--- src/rtl/loader_pkg.sv ---
// Shared definitions for the imem boot loader: FSM state encoding, framing
// constants and default sizing. Imported by the top and its word assembler.
package loader_pkg;

  // Loader FSM states, in the order a good frame walks through them.
  typedef enum logic [2:0] {
    SYNC,
    LEN_LO,
    LEN_HI,
    DATA,
    CHECK,
    DONE,
    ERR
  } state_t;

  // Every frame opens with this byte; anything else in SYNC is line noise.
  localparam logic [7:0] SYNC_BYTE = 8'hA5;

  // Largest image accepted by default, in 32-bit words.
  localparam int DEFAULT_MAX_WORDS = 4096;

  // The frame checksum is a single XOR byte over the payload.
  localparam int CSUM_W = 8;

  // Length field on the wire is two bytes, little-endian.
  localparam int LEN_W = 16;

endpackage

--- src/rtl/loader_word_assembler.sv ---
// Packs a little-endian byte stream into 32-bit words. The first byte of a
// word lands in bits [7:0]. word_valid is combinational and pulses together
// with the acceptance of the 4th byte, with word carrying the complete value
// on that same cycle, so the parent can register the write on that edge.
module loader_word_assembler (
  input  logic        clock,
  input  logic        reset,
  input  logic        clr,
  input  logic        byte_valid,
  input  logic [7:0]  byte_data,
  output logic        word_valid,
  output logic [31:0] word
);

  // Only the first three bytes of a word need storing; the 4th arrives live.
  logic [23:0] shreg;
  logic [1:0]  byte_cnt;

  // Shift accepted bytes in from the top so the oldest ends up in [7:0].
  always_ff @(posedge clock or negedge reset) begin
    if (!reset) begin
      shreg    <= '0;
      byte_cnt <= '0;
    end else if (clr) begin
      shreg    <= '0;
      byte_cnt <= '0;
    end else if (byte_valid) begin
      shreg    <= {byte_data, shreg[23:8]};
      byte_cnt <= byte_cnt + 2'd1;
    end
  end

  assign word_valid = byte_valid && (byte_cnt == 2'd3);
  assign word       = {byte_data, shreg};

endmodule

--- src/rtl/imem_boot_loader.sv ---
// Boot loader: parses a framed program image from a byte stream, writes it
// word by word into imem and keeps the processor in reset until the whole
// image has arrived with a matching XOR checksum.
//
// Frame: 0xA5, LEN_LO, LEN_HI, LEN*4 payload bytes, XOR-of-payload byte.
//
// Optional build macro LOADER_TIMEOUT_EN adds an idle timer: inside a frame,
// IDLE_TIMEOUT cycles without a byte transfer sends the loader to ERR.
// Without it the loader waits for bytes indefinitely.
//
// Handshake: a byte moves on a rising clock edge where rx_valid and rx_ready
// are both high. rx_ready is a registered output; it is dropped for exactly
// the cycle in which wr_en is high so that no byte is accepted while a word
// is being written, and it is low in DONE and ERR.
module imem_boot_loader
  import loader_pkg::*;
#(
  parameter int ADDR_W       = 12,
  parameter int MAX_WORDS    = DEFAULT_MAX_WORDS,
  parameter int IDLE_TIMEOUT = 65535
) (
  input  logic              clock,
  input  logic              reset,
  input  logic              rx_valid,
  input  logic [7:0]        rx_data,
  output logic              rx_ready,
  input  logic              start,
  output logic              wr_en,
  output logic [ADDR_W-1:0] wr_addr,
  output logic [31:0]       wr_data,
  output logic              proc_reset,
  output logic              done,
  output logic              error,
  output logic [ADDR_W:0]   word_count,
  output state_t            dbg_state
);

  state_t            state;
  logic [7:0]        len_lo;
  logic [LEN_W-1:0]  len_q;
  logic [CSUM_W-1:0] checksum;

  logic              xfer;
  logic [LEN_W-1:0]  len_in;
  logic              len_too_big;
  logic              last_word;
  logic              asm_clr;
  logic              asm_byte;
  logic              word_valid;
  logic [31:0]       word;

  // A start pulse wins over a coincident byte, so it also masks the transfer.
  assign xfer        = rx_valid && rx_ready && !start;
  assign len_in      = {rx_data, len_lo};
  assign len_too_big = {1'b0, len_in} > (LEN_W+1)'(MAX_WORDS);
  assign last_word   = (LEN_W'(word_count) + LEN_W'(1)) == len_q;
  assign asm_clr     = start || (state != DATA);
  assign asm_byte    = xfer && (state == DATA);
  assign dbg_state   = state;

  loader_word_assembler u_asm (
    .clock      (clock),
    .reset      (reset),
    .clr        (asm_clr),
    .byte_valid (asm_byte),
    .byte_data  (rx_data),
    .word_valid (word_valid),
    .word       (word)
  );

`ifdef LOADER_TIMEOUT_EN
  localparam int TIMER_W = (IDLE_TIMEOUT > 1) ? $clog2(IDLE_TIMEOUT + 1) : 1;
  logic [TIMER_W-1:0] timer;
  logic               in_frame;

  assign in_frame = (state == LEN_LO) || (state == LEN_HI) ||
                    (state == DATA)   || (state == CHECK);
`endif

  // Loader FSM with registered outputs; the idle timer lives here as well so
  // that a timeout can override whatever the state case decided.
  always_ff @(posedge clock or negedge reset) begin
    if (!reset) begin
      state      <= SYNC;
      rx_ready   <= 1'b1;
      wr_en      <= 1'b0;
      wr_addr    <= '0;
      wr_data    <= '0;
      proc_reset <= 1'b1;
      done       <= 1'b0;
      error      <= 1'b0;
      word_count <= '0;
      checksum   <= '0;
      len_lo     <= '0;
      len_q      <= '0;
`ifdef LOADER_TIMEOUT_EN
      timer      <= '0;
`endif
    end else begin
      wr_en <= 1'b0;
      if (start) begin
        state      <= SYNC;
        rx_ready   <= 1'b1;
        proc_reset <= 1'b1;
        done       <= 1'b0;
        error      <= 1'b0;
        word_count <= '0;
        checksum   <= '0;
`ifdef LOADER_TIMEOUT_EN
        timer      <= '0;
`endif
      end else begin
        case (state)
          SYNC: begin
            if (xfer && (rx_data == SYNC_BYTE)) state <= LEN_LO;
          end
          LEN_LO: begin
            if (xfer) begin
              len_lo <= rx_data;
              state  <= LEN_HI;
            end
          end
          LEN_HI: begin
            if (xfer) begin
              len_q <= len_in;
              if (len_too_big) begin
                state      <= ERR;
                error      <= 1'b1;
                proc_reset <= 1'b1;
                rx_ready   <= 1'b0;
              end else if (len_in == '0) begin
                state <= CHECK;
              end else begin
                state <= DATA;
              end
            end
          end
          DATA: begin
            if (xfer) checksum <= checksum ^ rx_data;
            if (word_valid) begin
              wr_en    <= 1'b1;
              wr_data  <= word;
              wr_addr  <= word_count[ADDR_W-1:0];
              rx_ready <= 1'b0;
            end
            // The write cycle itself: count the word and reopen the byte port.
            if (wr_en) begin
              word_count <= word_count + (ADDR_W+1)'(1);
              rx_ready   <= 1'b1;
              if (last_word) state <= CHECK;
            end
          end
          CHECK: begin
            if (xfer) begin
              rx_ready <= 1'b0;
              if (rx_data == checksum) begin
                state      <= DONE;
                done       <= 1'b1;
                proc_reset <= 1'b0;
              end else begin
                state      <= ERR;
                error      <= 1'b1;
                proc_reset <= 1'b1;
              end
            end
          end
          DONE: begin
            rx_ready <= 1'b0;
          end
          ERR: begin
            rx_ready   <= 1'b0;
            proc_reset <= 1'b1;
          end
          default: begin
            state <= ERR;
            error <= 1'b1;
          end
        endcase
`ifdef LOADER_TIMEOUT_EN
        if (!in_frame || xfer) begin
          timer <= '0;
        end else if (timer == TIMER_W'(IDLE_TIMEOUT - 1)) begin
          timer      <= '0;
          state      <= ERR;
          error      <= 1'b1;
          proc_reset <= 1'b1;
          rx_ready   <= 1'b0;
          wr_en      <= 1'b0;
        end else begin
          timer <= timer + TIMER_W'(1);
        end
`endif
      end
    end
  end

endmodule

--- config.mk ---
export PLATFORM = sky130hd
export DESIGN_NAME = imem_boot_loader
export DESIGN_NICKNAME = d
export VERILOG_FILES = /design/src/rtl/loader_pkg.sv /design/src/rtl/loader_word_assembler.sv /design/src/rtl/imem_boot_loader.sv
export SDC_FILE = /design/constraint.sdc
export NUM_CORES = 1
export LEC_CHECK = 0
export CORE_MARGIN = 2
export CORE_UTILIZATION = 50
export DETAILED_ROUTE_END_ITERATION = 16
export PLACE_DENSITY = 0.85
export SLEW_MARGIN = 40
export SYNTH_ARGS = -nofsm -noshare
export SYNTH_HDL_FRONTEND = slang
export SYNTH_SLANG_ARGS = --single-unit
export TNS_END_PERCENT = 10
--- constraint.sdc ---
create_clock -name clock -period 4.8 [get_ports clock]
set_input_delay 0.96 -clock clock [delete_from_list [all_inputs] [get_ports clock]]
set_output_delay 0.96 -clock clock [all_outputs]
set_load 0.03 [all_outputs]
=== Word level (Yosys, flattened, before mapping) ===
Index checks and enable logic that the tools add are counted.

* Add/sub/neg operators: 3
* Mux-type cells: 45
* Bitwise operators: 2
* Equality and inequality tests: 22
* Reduce and logical (&&, ||, !) cells: 29
* Magnitude comparators: 1

{| class="wikitable"
|+ Operators with widths
! kind !! number
|-
| 2-to-1 mux 24 bit || 2
|-
| 2-to-1 mux 13 bit || 3
|-
| 2-to-1 mux 3 bit || 9
|-
| 2-to-1 mux 8 bit || 3
|-
| inequality test 3 bit (second input constant) || 8
|-
| 2-to-1 mux 1 bit || 21
|-
| case mux 3 bit (6 select lines) || 1
|-
| equality test 14 x 16 -> 1 bit || 1
|-
| > comparator 16 x 13 -> 1 bit (second input constant) || 1
|-
| zero test 16 bit || 1
|-
| adder 13 x 1 -> 14 bit (second input constant) || 1
|-
| adder 13 x 1 -> 13 bit (second input constant) || 1
|-
| AND reduction 3 bit || 4
|-
| nonzero test 2 bit || 6
|-
| AND reduction 5 bit || 2
|-
| equality test 3 bit (second input constant) || 3
|-
| equality test 8 bit || 1
|-
| equality test 8 bit (second input constant) || 1
|-
| XOR 8 bit || 1
|-
| AND reduction 7 bit || 1
|-
| equality test 3 x 2 -> 1 bit (second input constant) || 2
|-
| 2-to-1 mux 2 bit || 3
|-
| case mux 1 bit (3 select lines) || 2
|-
| logical AND 1 bit || 5
|-
| 17 further kinds || 19
|}

* Output and inout bits: 65
* Word-level logic and storage cells: 116
* Flip-flop bits (word level): 123
* Bits of input ports: 12

=== Depth between registers and ports, before layout ===
Gate-level depths: netlist (run 1).

* Word-level depth: 8
* Gate-level depth with buffers: 9
* Gate-level depth less buffers: 8

=== Cells and area by module ===
From an unflattened synthesis (run 1), not the netlist that was laid out.

* Cells, all modules: 590
* Area, all modules: 5814.3 um2

{| class="wikitable"
|+ By module, submodules not included
! module !! area an instance (um2) !! cells each !! sequential area each (um2) !! instances
|-
| imem_boot_loader || 4660.7 || 496 || 2429.8 || 1
|-
| loader_word_assembler || 1153.6 || 94 || 650.6 || 1
|}

=== Least setup slack after synthesis (run 1) ===
OpenSTA, ideal clock, no wires.

* Kind: input -> register
* Start point: input port rx_data[3]
* End point: register state[1] (netlist: dbg_state[1])
* Setup time: 0.125 ns
* Data arrival time: 2.752 ns
* Cell stages on the path: 7
* Data required time: 4.675 ns
* Buffers on the path: 1
* Path slack: 1.923 ns
* Cells stage by stage: buf_2 > or4b_4 > o311ai_2 > nand2_1 > nor4_2 > a41oi_2 > mux2_4

* Word-level cells in the longest chain between the ends: 6
* Elaborated cells on any way between the ends: 14
* Classes of those cells: 1 x order compare; 3 x eq/ne; 7 x mux; 3 x reduce/logical

{| class="wikitable"
|+ Ends and longest elaborated chain
! item !! line !! RTL
|-
| from (decl) || imem_boot_loader.sv:25 || <nowiki>input logic [7:0] rx_data,</nowiki>
|-
| parallel branches: the longest is 6 deep, another holds > comparator 16 x 13 -> 1 bit || -- ||
|-
| to (signal assigned) || imem_boot_loader.sv:102 || <nowiki>state <= SYNC;</nowiki>
|-
| to (signal assigned) || imem_boot_loader.sv:115 || <nowiki>if (xfer && (rx_data == SYNC_BYTE)) state <= LEN_LO;</nowiki>
|-
| to (signal assigned) || imem_boot_loader.sv:127 || <nowiki>state <= ERR;</nowiki>
|-
| to (decl) || imem_boot_loader.sv:38 || <nowiki>state_t state;</nowiki>
|}

Several ways; the timed one is not identified. The select of a mux whose other input is x is not followed.
A chain may end at the register's enable or synchronous reset.

=== Worst setup path in the final report (run 1) ===
* Start point: input port rx_data[4]
* End point: register state[1] (netlist: dbg_state[1])

Same word-level chain as after synthesis.

==> impl_table.tex, run 1 <==
\begin{tabular}{lr}
\hline
Metric & Value \\
\hline
\multicolumn{2}{l}{\textbf{Status}} \\
\quad Outcome & completed \\
\multicolumn{2}{l}{\textbf{Setup path}} \\
\quad Crit path launch type & primary input \\
\quad Slowest cell on crit path & sky130\_fd\_sc\_hd\_\_or4b\_4 \\
\quad Delay of the slowest cell on the worst path & 0.62 ns \\
\quad Crit-path leading delay family & simple AND/OR/NAND/NOR gates \\
\quad Maximum fanout count along the critical path & 10 \\
\quad Category of the critical setup timing path & primary input to flop \\
\quad Crit path buf inv count & 1 \\
\quad Critical path cell sequence & clkdlybuf4s50\_1, or4b\_4, o311ai\_2, nand2\_1, nor4\_2, a41oi\_2, mux2\_4 \\
\quad Data arrival at the endpoint of the critical path & 3.48 ns \\
\quad Minimum setup slack among reg-to-reg paths & 2.06 ns \\
\quad Endpoint required time on the critical path & 5.20 ns \\
\quad Sort of element at the end of the critical path & flop \\
\multicolumn{2}{l}{\textbf{Die}} \\
\quad Effective utilization at floorplan & 0.513 \\
\quad Core footprint & 10900 sq um \\
\quad I/O pin count & 77 \\
\quad Die height & 110 microns \\
\quad Overall die width & 110 microns \\
\quad Floorplan row count & 38 \\
\quad DIE AREA & 12000 sq um \\
\multicolumn{2}{l}{\textbf{Synth}} \\
\quad Synthesized flop and latch total & 123 \\
\quad Yosys warning count & 0 \\
\quad Synthesized area per cell & 11.1 sq um \\
\quad Count of flip-flops with a built-in enable after synthesis & 0 \\
\quad Distinct cell type count after synthesis & 52 \\
\quad Portion of the post-synthesis area used by sequential elements & 0.551 \\
\quad Syn Nets & 517 \\
\quad Portion of synthesized cell area occupied by the leading cell type & 0.542 \\
\quad Proportion of synthesized flip-flops having asynchronous set or reset & 1.00 \\
\quad Cell with the most instances after synthesis & sky130\_fd\_sc\_hd\_\_dfrtp\_1 \\
\quad Dominant cell type by area after synthesis & sky130\_fd\_sc\_hd\_\_dfrtp\_1 \\
\quad Netlist area before placement & 5590 sq um \\
\quad Leading post-synthesis cells by instance count & sky130\_fd\_sc\_hd\_\_dfrtp\_1, sky130\_fd\_sc\_hd\_\_mux2\_2, sky130\_fd\_sc\_hd\_\_nand2\_1 \\
\quad Gate count after technology mapping & 503 \\
\quad Biggest area contributors in the synthesized netlist & sky130\_fd\_sc\_hd\_\_dfrtp\_1, sky130\_fd\_sc\_hd\_\_mux2\_2, sky130\_fd\_sc\_hd\_\_nand2\_1, sky130\_fd\_sc\_hd\_\_xor2\_1, sky130\_fd\_sc\_hd\_\_a21oi\_1 \\
\quad Top flip-flop cell by instance count after synthesis & sky130\_fd\_sc\_hd\_\_dfrtp\_1 \\
\multicolumn{2}{l}{\textbf{Detailed routing}} \\
\quad Final ANT Viol Nets & 0 \\
\quad Drt first-iter violations & 406 \\
\quad Drt total wl & 12800 microns \\
\quad Number of iterations in the first detailed-routing pass & 5 \\
\quad DRC violations left & 0 \\
\quad Ratio of routed vias to standard cells & 5.68 \\
\quad Routed WL per cell & 17.7 microns \\
\quad Routed vias & 4104 \\
\multicolumn{2}{l}{\textbf{Cells and area}} \\
\quad Multi-input gate area & 2360 sq um \\
\quad Filler Cells Inserted & 814 \\
\quad Area growth from synthesis to final layout & 25.8\% \\
\quad Antenna diode count & 0 \\
\quad Final-stage net count & 584 \\
\quad Sequential cell area & 3080 sq um \\
\quad Fraction of layout instances using a drive strength above 1 & 0.203 \\
\quad Util after Layout & 0.646 \\
\multicolumn{2}{l}{\textbf{Power and ir drop}} \\
\quad Pleak & 3.05 nW \\
\quad Overall Power & 0.00310 W \\
\quad Largest vdd supply drop & 258 uV \\
\quad Power per Cell Area & 441 nW/um\^{}2 \\
\multicolumn{2}{l}{\textbf{Clock network}} \\
\quad Number of gates resized after CTS & 0 \\
\quad Number of buffers created by CTS & 17 \\
\quad Deepest level of the CTS H-tree & 4 \\
\quad Buffer cell driving the clock tree root & sky130\_fd\_sc\_hd\_\_clkbuf\_8 \\
\quad Clock Sinks & 123 \\
\quad Max Root-Sink Buffers & 2 \\
\quad Insertion delay of the later-clocked pin in the worst-skew pair & 0.52 ns \\
\quad Clock-pin slew of the registers on the worst-case setup and hold paths & 0.06 ns \\
\quad Clock tree from TritonCTS & built \\
\quad Number of hold buffers added after CTS & 0 \\
\quad Setup bufs post-CTS & 0 \\
\multicolumn{2}{l}{\textbf{STA}} \\
\quad Unrepaired setup endpoints after global routing & no \\
\quad Worst max-slew margin expressed relative to the limit & 0.487 \\
\quad Final number of setup-violating endpoints & 0 \\
\quad Slew @ Worst Pin & 0.763 ns \\
\quad Final setup TNS & 0 ns \\
\quad Part of the cycle the worst path needs & 0.641 \\
\quad Max-slew violation total from the final report & 0 \\
\quad Skew final & 0.00710 ns \\
\quad Final Hold Slack & 0.427 ns \\
\quad Number of failing hold endpoints at the final stage & 0 \\
\quad Fmax & 325 MHz \\
\quad Shortest clock period the worst path allows after layout & 3.08 ns \\
\multicolumn{2}{l}{\textbf{GRT}} \\
\quad Via count of the first global-routing pass & 4098 \\
\quad Overall routing resource usage & 0.228 \\
\quad Remaining global-route overflow & 0 \\
\quad Initial antenna violation count & 0 \\
\quad Wire length of the first global-routing pass & 20800 microns \\
\quad Largest net degree at the start of global routing & 48 \\
\multicolumn{2}{l}{\textbf{Place}} \\
\quad Final weighted congestion in routability-driven placement & 0.935 \\
\quad Buffers on Ports & 76 \\
\quad HPWL after detailed placement & 8580 microns \\
\multicolumn{2}{l}{\textbf{Hold path}} \\
\quad Type of the tightest min-delay check & primary input to asynchronous set/reset pin \\
\multicolumn{2}{l}{\textbf{Run}} \\
\quad Max cap viols & 0 \\
\hline
\end{tabular}
==> metrics by stage <==
| step | setup slack [ns] | instance area [sq um] | instances |
|---|---|---|---|
| after global placement | 1.31 | 6450 | 691 |
| final | 1.72 | 7030 | 722 |
| after floorplan | 1.92 | 5590 | 503 |
| after detailed placement | 1.23 | 6450 | 691 |
| after CTS | 1.75 | 7030 | 722 |
| after global routing | 1.63 | 7030 | 722 |
==> registers in the layout, indices dropped and copies added, names as in the netlist, 2 cells and up <==
name            count
dbg_state           3
u_asm.byte_cnt      2
len_q              16
u_asm.shreg        24
wr_addr            12
wr_data            32
checksum            8
word_count         13
len_lo              8
==> metal layers <==
| metal | share of wire | global-route usage | up-vias |
|---|---|---|---|
| met1 | 0.44 | 0.306 | 2072 |
| met2 | 0.50 | 0.369 | 125 |
| met3 | 0.044 | 0.0474 | 18 |
| met4 | 0.013 | 0.0778 | 0 |
| met5 | 0 | 0 | - |
| li1 | - | - | 1889 |
==> power breakdown <==
group	total, W	internal (W)	switching, W	leakage [nW]
Clock	0.00122	0.000773	0.000449	0.279
Sequential	0.00130	0.00116	0.000146	1.67
Combinational	0.000574	0.000265	0.000309	1.10
Total	0.00310	0.00220	0.000904	3.05
==> layout make-up <==
type	instances	area share
clock buffers	20	0.0648
clock inverters	11	0.0171
inverters	5	0.00267
multi-input cells	340	0.335
flip-flops and latches	123	0.438
well taps	140	0.0249
repair buffers	83	0.117
==> placed cells by master (no fill, tap or decap), types with 2 or more instances in the layout <==
| master | count |
|---|---|
| sky130_fd_sc_hd__a21oi_1 | 38 |
| sky130_fd_sc_hd__a22oi_1 | 2 |
| sky130_fd_sc_hd__a31oi_1 | 2 |
| sky130_fd_sc_hd__and3_1 | 4 |
| sky130_fd_sc_hd__buf_4 | 7 |
| sky130_fd_sc_hd__bufinv_16 | 2 |
| sky130_fd_sc_hd__clkbuf_16 | 16 |
| sky130_fd_sc_hd__clkbuf_8 | 4 |
| sky130_fd_sc_hd__clkdlybuf4s50_1 | 75 |
| sky130_fd_sc_hd__clkinv_2 | 4 |
| sky130_fd_sc_hd__clkinv_4 | 2 |
| sky130_fd_sc_hd__clkinvlp_4 | 3 |
| sky130_fd_sc_hd__dfrtp_1 | 121 |
| sky130_fd_sc_hd__dfstp_2 | 2 |
| sky130_fd_sc_hd__ha_1 | 2 |
| sky130_fd_sc_hd__inv_1 | 5 |
| sky130_fd_sc_hd__mux2_2 | 68 |
| sky130_fd_sc_hd__nand2_1 | 66 |
| sky130_fd_sc_hd__nand3_1 | 15 |
| sky130_fd_sc_hd__nand4_1 | 6 |
| sky130_fd_sc_hd__nor2_1 | 31 |
| sky130_fd_sc_hd__nor3_1 | 6 |
| sky130_fd_sc_hd__nor4_1 | 4 |
| sky130_fd_sc_hd__nor4_2 | 2 |
| sky130_fd_sc_hd__o2111ai_1 | 2 |
| sky130_fd_sc_hd__o21a_1 | 2 |
| sky130_fd_sc_hd__o21ai_0 | 13 |
| sky130_fd_sc_hd__o22a_1 | 3 |
| sky130_fd_sc_hd__o22ai_1 | 3 |
| sky130_fd_sc_hd__or3_1 | 7 |
| sky130_fd_sc_hd__xnor2_1 | 18 |
| sky130_fd_sc_hd__xor2_1 | 23 |
==> cell families after synthesis <==
family,count (synthesis),share of synthesized area
buf+inv,40,0.0298
flops,123,0.551
fa+ha+maj,2,0.00448
compound gates,75,0.0824
mux,70,0.141
xor+xnor,41,0.0642
simple gates,152,0.127
==> worst reg2reg max path: stages (launching register included) <==
cell	delay (ns)
sky130_fd_sc_hd__dfrtp_1	0.46
sky130_fd_sc_hd__ha_1	0.37
sky130_fd_sc_hd__xor2_1	0.18
sky130_fd_sc_hd__a2111oi_0	0.49
sky130_fd_sc_hd__o2111ai_1	0.29
sky130_fd_sc_hd__nor4_2	0.29
sky130_fd_sc_hd__a41oi_2	0.21
sky130_fd_sc_hd__mux2_4	0.33
==> path summary, 6_finish.rpt <==
check                                          start                       end  cells past startpoint
min                                            reset   wr_data[25]$_DFFE_PN0P_                      1
max                                       rx_data[4]  dbg_state[1]$_DFFE_PN0P_                      7
max reg2reg                word_count[0]$_DFFE_PN0P_  dbg_state[1]$_DFFE_PN0P_                      7
max in group asynchronous                      reset    wr_data[6]$_DFFE_PN0P_                      2
min reg2reg                   wr_addr[5]$_DFFE_PN0P_    wr_addr[5]$_DFFE_PN0P_                      1
min in group clock            wr_addr[5]$_DFFE_PN0P_    wr_addr[5]$_DFFE_PN0P_                      1
(Power assumes the default switching activity.)
==> inputs of run 2 (changes only) <==
- CORE_UTILIZATION: 50 -> 49
- PLACE_DENSITY: 0.85 -> 0.86
- clock period: 4.8 -> 2.6 ns (I/O delays scaled with it)
==> run 2 against run 1 <==
Clock skew is 0.0023 ns lower. Final area is 2.5% higher. Total power is 86% higher. Register-to-register slack worse by 1.9 ns. Flip-flop and latch count stayed put. Hold slack worse by 0.33 ns. Count of clock-buffer cells in the layout is 3 higher. Critical endpoint unchanged. Highest routed layer unchanged.
==> impl_table.tex, run 2 (synthesis gave the netlist of run 1 again) <==
\begin{tabular}{lr}
\hline
Metric & Value \\
\hline
\multicolumn{2}{l}{\textbf{Status}} \\
\quad Outcome & completed \\
\multicolumn{2}{l}{\textbf{STA}} \\
\quad Max-slew violation total from the final report & 0 (unchanged) \\
\quad Skew final & 0.00479 ns (-0.00231 ns) \\
\quad Number of failing hold endpoints at the final stage & 0 (unchanged) \\
\quad Part of the cycle the worst path needs & 0.951 \\
\quad Slew @ Worst Pin & 0.528 ns (-0.235 ns) \\
\quad Unrepaired setup endpoints after global routing & no \\
\quad Worst max-slew margin expressed relative to the limit & 0.648 (+0.161) \\
\quad Final setup TNS & 0 ns (unchanged) \\
\quad Shortest clock period the worst path allows after layout & 2.47 ns \\
\quad Final number of setup-violating endpoints & 0 (unchanged) \\
\quad Fmax & 405 MHz \\
\multicolumn{2}{l}{\textbf{Detailed routing}} \\
\quad Routed vias & 4264 (+3.9\%) \\
\quad Drt total wl & 12900 microns (+0.70\%) \\
\quad Number of iterations in the first detailed-routing pass & 5 (unchanged) \\
\quad Final ANT Viol Nets & 0 (unchanged) \\
\quad Drt first-iter violations & 453 (+12\%) \\
\quad Routed WL per cell & 17.3 microns (-2.4\%) \\
\quad DRC violations left & 0 (unchanged) \\
\quad Ratio of routed vias to standard cells & 5.72 (+0.69\%) \\
\multicolumn{2}{l}{\textbf{Setup path}} \\
\quad Crit path buf inv count & 1 (unchanged) \\
\quad Maximum fanout count along the critical path & 2 (-8) \\
\quad Slowest cell on crit path & sky130\_fd\_sc\_hd\_\_or4b\_4 \\
\quad Crit-path leading delay family & simple AND/OR/NAND/NOR gates \\
\quad Crit path launch type & primary input \\
\quad Endpoint required time on the critical path & 2.89 ns (-2.31 ns) \\
\quad Data arrival at the endpoint of the critical path & 2.76 ns (-0.72 ns) \\
\quad Delay of the slowest cell on the worst path & 0.56 ns (-0.06 ns) \\
\quad Critical path cell sequence & clkdlybuf4s50\_1, or4b\_4, o311ai\_2, nand2\_1, nor4\_2, a41oi\_2, mux2\_4 \\
\quad Sort of element at the end of the critical path & flop \\
\quad Minimum setup slack among reg-to-reg paths & 0.15 ns (-1.91 ns) \\
\quad Category of the critical setup timing path & primary input to flop \\
\multicolumn{2}{l}{\textbf{Die}} \\
\quad Overall die width & 111 microns (+0.98\%) \\
\quad Floorplan row count & 39 (+2.6\%) \\
\quad Die height & 111 microns (+0.98\%) \\
\quad Effective utilization at floorplan & 0.496 (-0.0175) \\
\quad DIE AREA & 12300 sq um (+2.0\%) \\
\quad Core footprint & 11300 sq um (+3.5\%) \\
\quad I/O pin count & 77 (unchanged) \\
\multicolumn{2}{l}{\textbf{Place}} \\
\quad Buffers on Ports & 76 (unchanged) \\
\quad HPWL after detailed placement & 8700 microns (+1.3\%) \\
\quad Final weighted congestion in routability-driven placement & 0.866 (-7.4\%) \\
\multicolumn{2}{l}{\textbf{Power and ir drop}} \\
\quad Pleak & 3.15 nW (+3.5\%) \\
\quad Power per Cell Area & 802 nW/um\^{}2 (+82\%) \\
\quad Largest vdd supply drop & 499 uV (+93\%) \\
\multicolumn{2}{l}{\textbf{Clock network}} \\
\quad Number of hold buffers added after CTS & 0 (unchanged) \\
\quad Deepest level of the CTS H-tree & 4 (unchanged) \\
\quad Buffer cell driving the clock tree root & sky130\_fd\_sc\_hd\_\_clkbuf\_16 \\
\quad Clock tree from TritonCTS & built \\
\quad Clock Sinks & 123 (unchanged) \\
\quad Number of buffers created by CTS & 17 (unchanged) \\
\quad Clock-pin slew of the registers on the worst-case setup and hold paths & 0.05 ns (about the same) \\
\quad Max Root-Sink Buffers & 2 (unchanged) \\
\quad Insertion delay of the later-clocked pin in the worst-skew pair & 0.41 ns (-0.11 ns) \\
\multicolumn{2}{l}{\textbf{Cells and area}} \\
\quad Fraction of layout instances using a drive strength above 1 & 0.231 (+0.0281) \\
\quad Top reg by flops & wr\_data \\
\quad Largest registers in the final layout & wr\_data x32, u\_asm.shreg x24, len\_q x16 \\
\quad Util after Layout & 0.639 (-0.00657) \\
\quad Antenna diode count & 0 (unchanged) \\
\quad Leading cell type in the layout, fill and taps excluded & sky130\_fd\_sc\_hd\_\_dfrtp\_1 \\
\quad Final-stage net count & 605 (+3.6\%) \\
\quad Area growth from synthesis to final layout & 28.9\% \\
\quad Flip-flop count of the largest register after layout & 32 (unchanged) \\
\quad Filler Cells Inserted & 853 (+4.8\%) \\
\quad Commonest cells after routing, fill and taps aside & sky130\_fd\_sc\_hd\_\_dfrtp\_1, sky130\_fd\_sc\_hd\_\_clkdlybuf4s50\_1, sky130\_fd\_sc\_hd\_\_mux2\_2 \\
\multicolumn{2}{l}{\textbf{GRT}} \\
\quad Remaining global-route overflow & 0 (unchanged) \\
\quad Via count of the first global-routing pass & 4152 (+1.3\%) \\
\quad Overall routing resource usage & 0.218 (-0.00949) \\
\quad Largest net degree at the start of global routing & 63 (+31\%) \\
\quad Wire length of the first global-routing pass & 21200 microns (+2.1\%) \\
\quad Initial antenna violation count & 0 (unchanged) \\
\multicolumn{2}{l}{\textbf{Run}} \\
\quad Max cap viols & 0 (unchanged) \\
\multicolumn{2}{l}{\textbf{Hold path}} \\
\quad Type of the tightest min-delay check & primary input to asynchronous set/reset pin \\
\hline
\end{tabular}
[run 2: what timing repair did]
| action | 4_1_cts | 5_1_grt |
|---|---|---|
| buffers inserted | 0 | 0 |
| endpoints found under the setup margin | 0 | 3 |
| resized for setup | 0 | 5 |
[run 2: layout make-up]
class	instances	area, sq um	share of cell area
Sequential cell	123	3080	0.428
Multi-Input combinational cell	340	2370	0.328
Timing Repair Buffer	104	981	0.136
Clock buffer	23	488	0.0677
Tap cell	143	179	0.0248
Clock inverter	7	90.1	0.0125
Inverter	5	18.8	0.00261
[run 2: metal layers]
layer	up-vias	wire length (microns)	GRT usage
met2	150	6320	0.344
met4	0	281	0.0850
met3	24	701	0.0530
li1	1930	-	-
met5	-	0	0
met1	2160	5560	0.294
[run 2: metrics by stage]
step | total power (W) | setup slack [ns] | hold slack, ns | std cells | instance area (sq um)
final | 0.00578 | 0.128 | 0.0918 | 745 | 7200
after floorplan | 0.00312 | 0.0426 | 0.224 | 503 | 5590
after global placement | 0.00343 | -0.221 | 0.485 | 715 | 6610
after CTS | 0.00579 | 0.0783 | 0.0978 | 745 | 7190
after detailed placement | 0.00349 | -0.301 | 0.494 | 715 | 6610
after global routing | 0.00604 | 0.00768 | 0.120 | 745 | 7200
[run 2: path summary, 6_finish.rpt]
path	from	end	cells after the start
worst max-delay path	rx_data[4]	dbg_state[1]$_DFFE_PN0P_	7
worst min-delay path	reset	wr_addr[0]$_DFFE_PN0P_	1
worst max register to register	word_count[4]$_DFFE_PN0P_	dbg_state[1]$_DFFE_PN0P_	7
worst min register to register	wr_data[22]$_DFFE_PN0P_	wr_data[22]$_DFFE_PN0P_	1
max in group asynchronous	reset	rx_ready$_DFFE_PN1P_	2
min in group clock	wr_data[22]$_DFFE_PN0P_	wr_data[22]$_DFFE_PN0P_	1
[run 2: power breakdown]
| part | internal, W | total, W | switching [W] |
|---|---|---|---|
| Combinational | 0.000528 | 0.00110 | 0.000575 |
| Clock | 0.00149 | 0.00229 | 0.000791 |
| Sequential | 0.00214 | 0.00239 | 0.000254 |
| Total | 0.00416 | 0.00578 | 0.00162 |
==> inputs of run 3 (changes only) <==
- CELL_PAD_IN_SITES_DETAIL_PLACEMENT: default -> 1
- CELL_PAD_IN_SITES_GLOBAL_PLACEMENT: default -> 1
- CORE_UTILIZATION: 49 -> 39
- PLACE_DENSITY: 0.86 -> 0.88
- SYNTH_HIERARCHICAL: default -> 1
==> run 3 against run 2 <==
Clock skew rose by 0.0032 ns. Hold slack gained 0.022 ns. Flip-flop and latch count unchanged. Critical path type is now flop to flop. Die area up 30%. Global-route usage rose by 0.55 points. Count of clock-buffer cells in the layout fell by 3. Non-clock buffer count increased by 16. Critical path depth up 1. Combinational power shrank 5%. Via count is 9.9% higher.
==> impl_table.tex, run 3 <==
\begin{tabular}{lr}
\hline
Metric & Value \\
\hline
\multicolumn{2}{l}{\textbf{Clock network}} \\
\quad Buffer cell driving the clock tree root & sky130\_fd\_sc\_hd\_\_clkbuf\_16 \\
\quad Max Root-Sink Buffers & 2 (unchanged) \\
\quad Clock Sinks & 123 (unchanged) \\
\quad Deepest level of the CTS H-tree & 4 (unchanged) \\
\quad Clock tree from TritonCTS & built \\
\quad Setup bufs post-CTS & 0 (unchanged) \\
\quad Number of buffers created by CTS & 17 (unchanged) \\
\quad Clock-pin slew of the registers on the worst-case setup and hold paths & 0.05 ns (about the same) \\
\quad Insertion delay of the later-clocked pin in the worst-skew pair & 0.42 ns (about the same) \\
\multicolumn{2}{l}{\textbf{Setup path}} \\
\quad Delay of the slowest cell on the worst path & 0.42 ns (-0.14 ns) \\
\quad Slowest cell on crit path & sky130\_fd\_sc\_hd\_\_dfrtp\_1 \\
\quad Depth of the worst register-to-register path & 8 (+1) \\
\quad Sort of element at the end of the critical path & flop \\
\quad Maximum fanout count along the critical path & 5 (+3) \\
\quad Crit path launch type & flop \\
\quad Number of logic stages on the critical path including buffering & 8 (+1) \\
\quad Critical path cell sequence & ha\_1, and3\_1, nand3\_1, maj3\_1, o2bb2ai\_1, and3\_1, a31oi\_4, mux2\_1 \\
\quad Crit path buf inv count & 0 (-1) \\
\quad Data arrival at the endpoint of the critical path & 2.76 ns (about the same) \\
\quad Cell mode on critical path & sky130\_fd\_sc\_hd\_\_and3\_1 \\
\quad Endpoint required time on the critical path & 2.90 ns (about the same) \\
\quad Crit-path leading delay family & adder cells \\
\quad Category of the critical setup timing path & flop to flop \\
\multicolumn{2}{l}{\textbf{Cells and area}} \\
\quad Fraction of layout instances using a drive strength above 1 & 0.161 (-0.0702) \\
\quad Sequential cell area & 3080 sq um (about the same) \\
\quad Commonest cells after routing, fill and taps aside & sky130\_fd\_sc\_hd\_\_nand2\_1, sky130\_fd\_sc\_hd\_\_dfrtp\_1, sky130\_fd\_sc\_hd\_\_clkdlybuf4s50\_1 \\
\quad Count of non-filler cells in the finished layout & 887 (+19\%) \\
\quad Multi-input gate area & 2500 sq um (+5.9\%) \\
\quad Final-stage net count & 705 (+17\%) \\
\quad Filler Cells Inserted & 1620 (+90\%) \\
\quad Largest registers in the final layout & wr\_data x32, u\_asm/shreg x24, len\_q x16 \\
\quad Flip-flop count of the largest register after layout & 32 (unchanged) \\
\quad Top reg by flops & wr\_data \\
\quad Area growth from synthesis to final layout & 30.4\% \\
\quad Leading cell type in the layout, fill and taps excluded & sky130\_fd\_sc\_hd\_\_nand2\_1 \\
\quad Antenna diode count & 0 (unchanged) \\
\multicolumn{2}{l}{\textbf{STA}} \\
\quad Shortest clock period the worst path allows after layout & 2.46 ns (-0.0165 ns) \\
\quad Slew @ Worst Pin & 0.609 ns (+0.0807 ns) \\
\quad Worst max-slew margin expressed relative to the limit & 0.594 (-0.0538) \\
\quad Final Hold Slack & 0.113 ns (+0.0216 ns) \\
\quad Unrepaired setup endpoints after global routing & no \\
\quad Max-slew violation total from the final report & 0 (unchanged) \\
\quad Part of the cycle the worst path needs & 0.944 (-0.00635) \\
\quad Final number of setup-violating endpoints & 0 (unchanged) \\
\quad Fmax & 407 MHz (+0.67\%) \\
\quad Skew final & 0.00797 ns (+0.00318 ns) \\
\quad Number of failing hold endpoints at the final stage & 0 (unchanged) \\
\multicolumn{2}{l}{\textbf{Synth}} \\
\quad Syn Nets & 604 (+17\%) \\
\quad Synthesized area per cell & 9.85 sq um (-11\%) \\
\quad Netlist area before placement & 5810 sq um (+4.0\%) \\
\quad Proportion of synthesized flip-flops having asynchronous set or reset & 1.00 (unchanged) \\
\quad Leading post-synthesis cells by instance count & sky130\_fd\_sc\_hd\_\_nand2\_1, sky130\_fd\_sc\_hd\_\_dfrtp\_1, sky130\_fd\_sc\_hd\_\_nor2\_1 \\
\quad Dominant cell type by area after synthesis & sky130\_fd\_sc\_hd\_\_dfrtp\_1 \\
\quad Top flip-flop cell by instance count after synthesis & sky130\_fd\_sc\_hd\_\_dfrtp\_1 \\
\quad Synthesized flop and latch total & 123 (unchanged) \\
\quad Cell with the most instances after synthesis & sky130\_fd\_sc\_hd\_\_nand2\_1 \\
\quad Gate count after technology mapping & 590 (+17\%) \\
\quad Portion of synthesized cell area occupied by the leading cell type & 0.521 (-0.0209) \\
\quad Count of flip-flops with a built-in enable after synthesis & 0 (unchanged) \\
\quad Portion of the post-synthesis area used by sequential elements & 0.530 (-0.0212) \\
\quad Distinct cell type count after synthesis & 59 (+13\%) \\
\quad Yosys warning count & 6 (+6) \\
\quad Biggest area contributors in the synthesized netlist & sky130\_fd\_sc\_hd\_\_dfrtp\_1, sky130\_fd\_sc\_hd\_\_nand2\_1, sky130\_fd\_sc\_hd\_\_mux2\_2, sky130\_fd\_sc\_hd\_\_mux2i\_1, sky130\_fd\_sc\_hd\_\_nor2\_1 \\
\multicolumn{2}{l}{\textbf{Place}} \\
\quad Buffers on Ports & 76 (unchanged) \\
\quad Final weighted congestion in routability-driven placement & 0.912 (+5.3\%) \\
\quad Cell count after placement & 856 (+20\%) \\
\quad HPWL after detailed placement & 11800 microns (+36\%) \\
\multicolumn{2}{l}{\textbf{Status}} \\
\quad Outcome & completed \\
\multicolumn{2}{l}{\textbf{Hold path}} \\
\quad Type of the tightest min-delay check & primary input to asynchronous set/reset pin \\
\multicolumn{2}{l}{\textbf{Detailed routing}} \\
\quad Ratio of routed vias to standard cells & 5.28 (-7.7\%) \\
\quad Final ANT Viol Nets & 0 (unchanged) \\
\quad Number of iterations in the first detailed-routing pass & 4 (-1) \\
\quad Routed WL per cell & 19.3 microns (+11\%) \\
\quad Routed vias & 4687 (+9.9\%) \\
\quad Drt first-iter violations & 372 (-18\%) \\
\quad Drt total wl & 17100 microns (+33\%) \\
\quad DRC violations left & 0 (unchanged) \\
\multicolumn{2}{l}{\textbf{Die}} \\
\quad Die height & 126 microns (+14\%) \\
\quad I/O pin count & 77 (unchanged) \\
\quad DIE AREA & 15900 sq um (+30\%) \\
\quad Floorplan row count & 44 (+13\%) \\
\quad Effective utilization at floorplan & 0.400 (-0.0959) \\
\quad Core footprint & 14500 sq um (+29\%) \\
\quad Overall die width & 126 microns (+14\%) \\
\multicolumn{2}{l}{\textbf{Power and ir drop}} \\
\quad Pleak & 3.33 nW (+5.7\%) \\
\quad Power per Cell Area & 779 nW/um\^{}2 (-2.9\%) \\
\quad Largest vdd supply drop & 487 uV (-2.4\%) \\
\multicolumn{2}{l}{\textbf{GRT}} \\
\quad Remaining global-route overflow & 0 (unchanged) \\
\quad Largest net degree at the start of global routing & 48 (-24\%) \\
\quad Wire length of the first global-routing pass & 27600 microns (+30\%) \\
\quad Via count of the first global-routing pass & 5137 (+24\%) \\
\quad Initial antenna violation count & 0 (unchanged) \\
\quad Overall routing resource usage & 0.224 (+0.00553) \\
\multicolumn{2}{l}{\textbf{Run}} \\
\quad Max cap viols & 0 (unchanged) \\
\hline
\end{tabular}
[run 3: cell types whose count changed in the layout (fill, tap and decap cells not counted), moves of 8 or more]
cell | before | now
sky130_fd_sc_hd__buf_4 | 28 | 42
sky130_fd_sc_hd__nor2_1 | 31 | 57
sky130_fd_sc_hd__nand2_1 | 66 | 155
sky130_fd_sc_hd__a21oi_1 | 38 | 16
sky130_fd_sc_hd__mux2i_1 | 1 | 26
sky130_fd_sc_hd__mux2_2 | 68 | 24
sky130_fd_sc_hd__xor2_1 | 23 | 15
[run 3: timing repair]
item                                    CTS  global route
endpoints found under the setup margin    0             2
hold buffers                              0             0
gates resized for setup                   0             2
[run 3: where the power goes]
group | internal (W) | switching [W] | total [W]
clock | 0.00162 | 0.000858 | 0.00248
combinational | 0.000517 | 0.000533 | 0.00105
sequential | 0.00213 | 0.000253 | 0.00238
[run 3: stage by stage]
step | setup TNS (ns) | cell area (sq um) | total power, W | util | setup WS, ns
6_report | 0 | 7580 | 0.00591 | 0.522 | 0.144
5_1_grt | 0 | 7580 | 0.00614 | 0.522 | 0.0249
4_1_cts | 0 | 7570 | 0.00595 | 0.521 | 0.0380
3_5_place_dp | -0.718 | 6950 | 0.00343 | 0.478 | -0.215
3_3_place_gp | -0.531 | 6950 | 0.00335 | 0.478 | -0.190
2_1_floorplan | 0 | 5810 | 0.00303 | - | 0.0396
[run 3: worst paths after layout]
check / from / to / slack, ns
setup / recovery: word_count[0]$_DFFE_PN0P_ / dbg_state[1]$_DFFE_PN0P_ / 0.14
hold / removal: reset / wr_data[4]$_DFFE_PN0P_ / 0.11
min in group clock: wr_addr[0]$_DFFE_PN0P_ / wr_addr[0]$_DFFE_PN0P_ / 0.48
setup reg to reg: word_count[0]$_DFFE_PN0P_ / dbg_state[1]$_DFFE_PN0P_ / 0.14
hold reg to reg: wr_addr[0]$_DFFE_PN0P_ / wr_addr[0]$_DFFE_PN0P_ / 0.48
max in group asynchronous: reset / rx_ready$_DFFE_PN1P_ / 1.71
[run 3: layout make-up]
type	count	area share
Sequential cell	123	0.406
Multi-Input combinational cell	422	0.330
Timing Repair Buffer	120	0.148
Clock buffer	20	0.0589
Tap cell	184	0.0304
Clock inverter	11	0.0223
Inverter	7	0.00346
[run 3: cells by family (layout without fill, tap and decap cells)]
kind of cell / count (synthesis) / in the layout / share of synthesized area
multiplexers: 52 / 52 / 0.0951
XOR/XNOR: 36 / 36 / 0.0542
flip-flops: 123 / 123 / 0.530
adder cells (fa/ha/maj): 3 / 3 / 0.00602
AND/OR/NAND/NOR: 280 / 280 / 0.216
buffers and inverters: 45 / 158 / 0.0433
AO/OA/AOI/OAI: 51 / 51 / 0.0557
[run 3: metal layers]
layer | global-route usage | share of wire
met1 | 0.267 | 0.42
met2 | 0.402 | 0.53
met3 | 0.0404 | 0.036
met4 | 0.0853 | 0.020
met5 | 0 | 0
[run 3: worst register-to-register path: stages (launching register included)]
cell,delay [ns]
sky130_fd_sc_hd__dfrtp_1,0.42
sky130_fd_sc_hd__ha_1,0.20
sky130_fd_sc_hd__and3_1,0.18
sky130_fd_sc_hd__nand3_1,0.18
sky130_fd_sc_hd__maj3_1,0.39
sky130_fd_sc_hd__o2bb2ai_1,0.15
sky130_fd_sc_hd__and3_1,0.20
sky130_fd_sc_hd__a31oi_4,0.26
sky130_fd_sc_hd__mux2_1,0.35
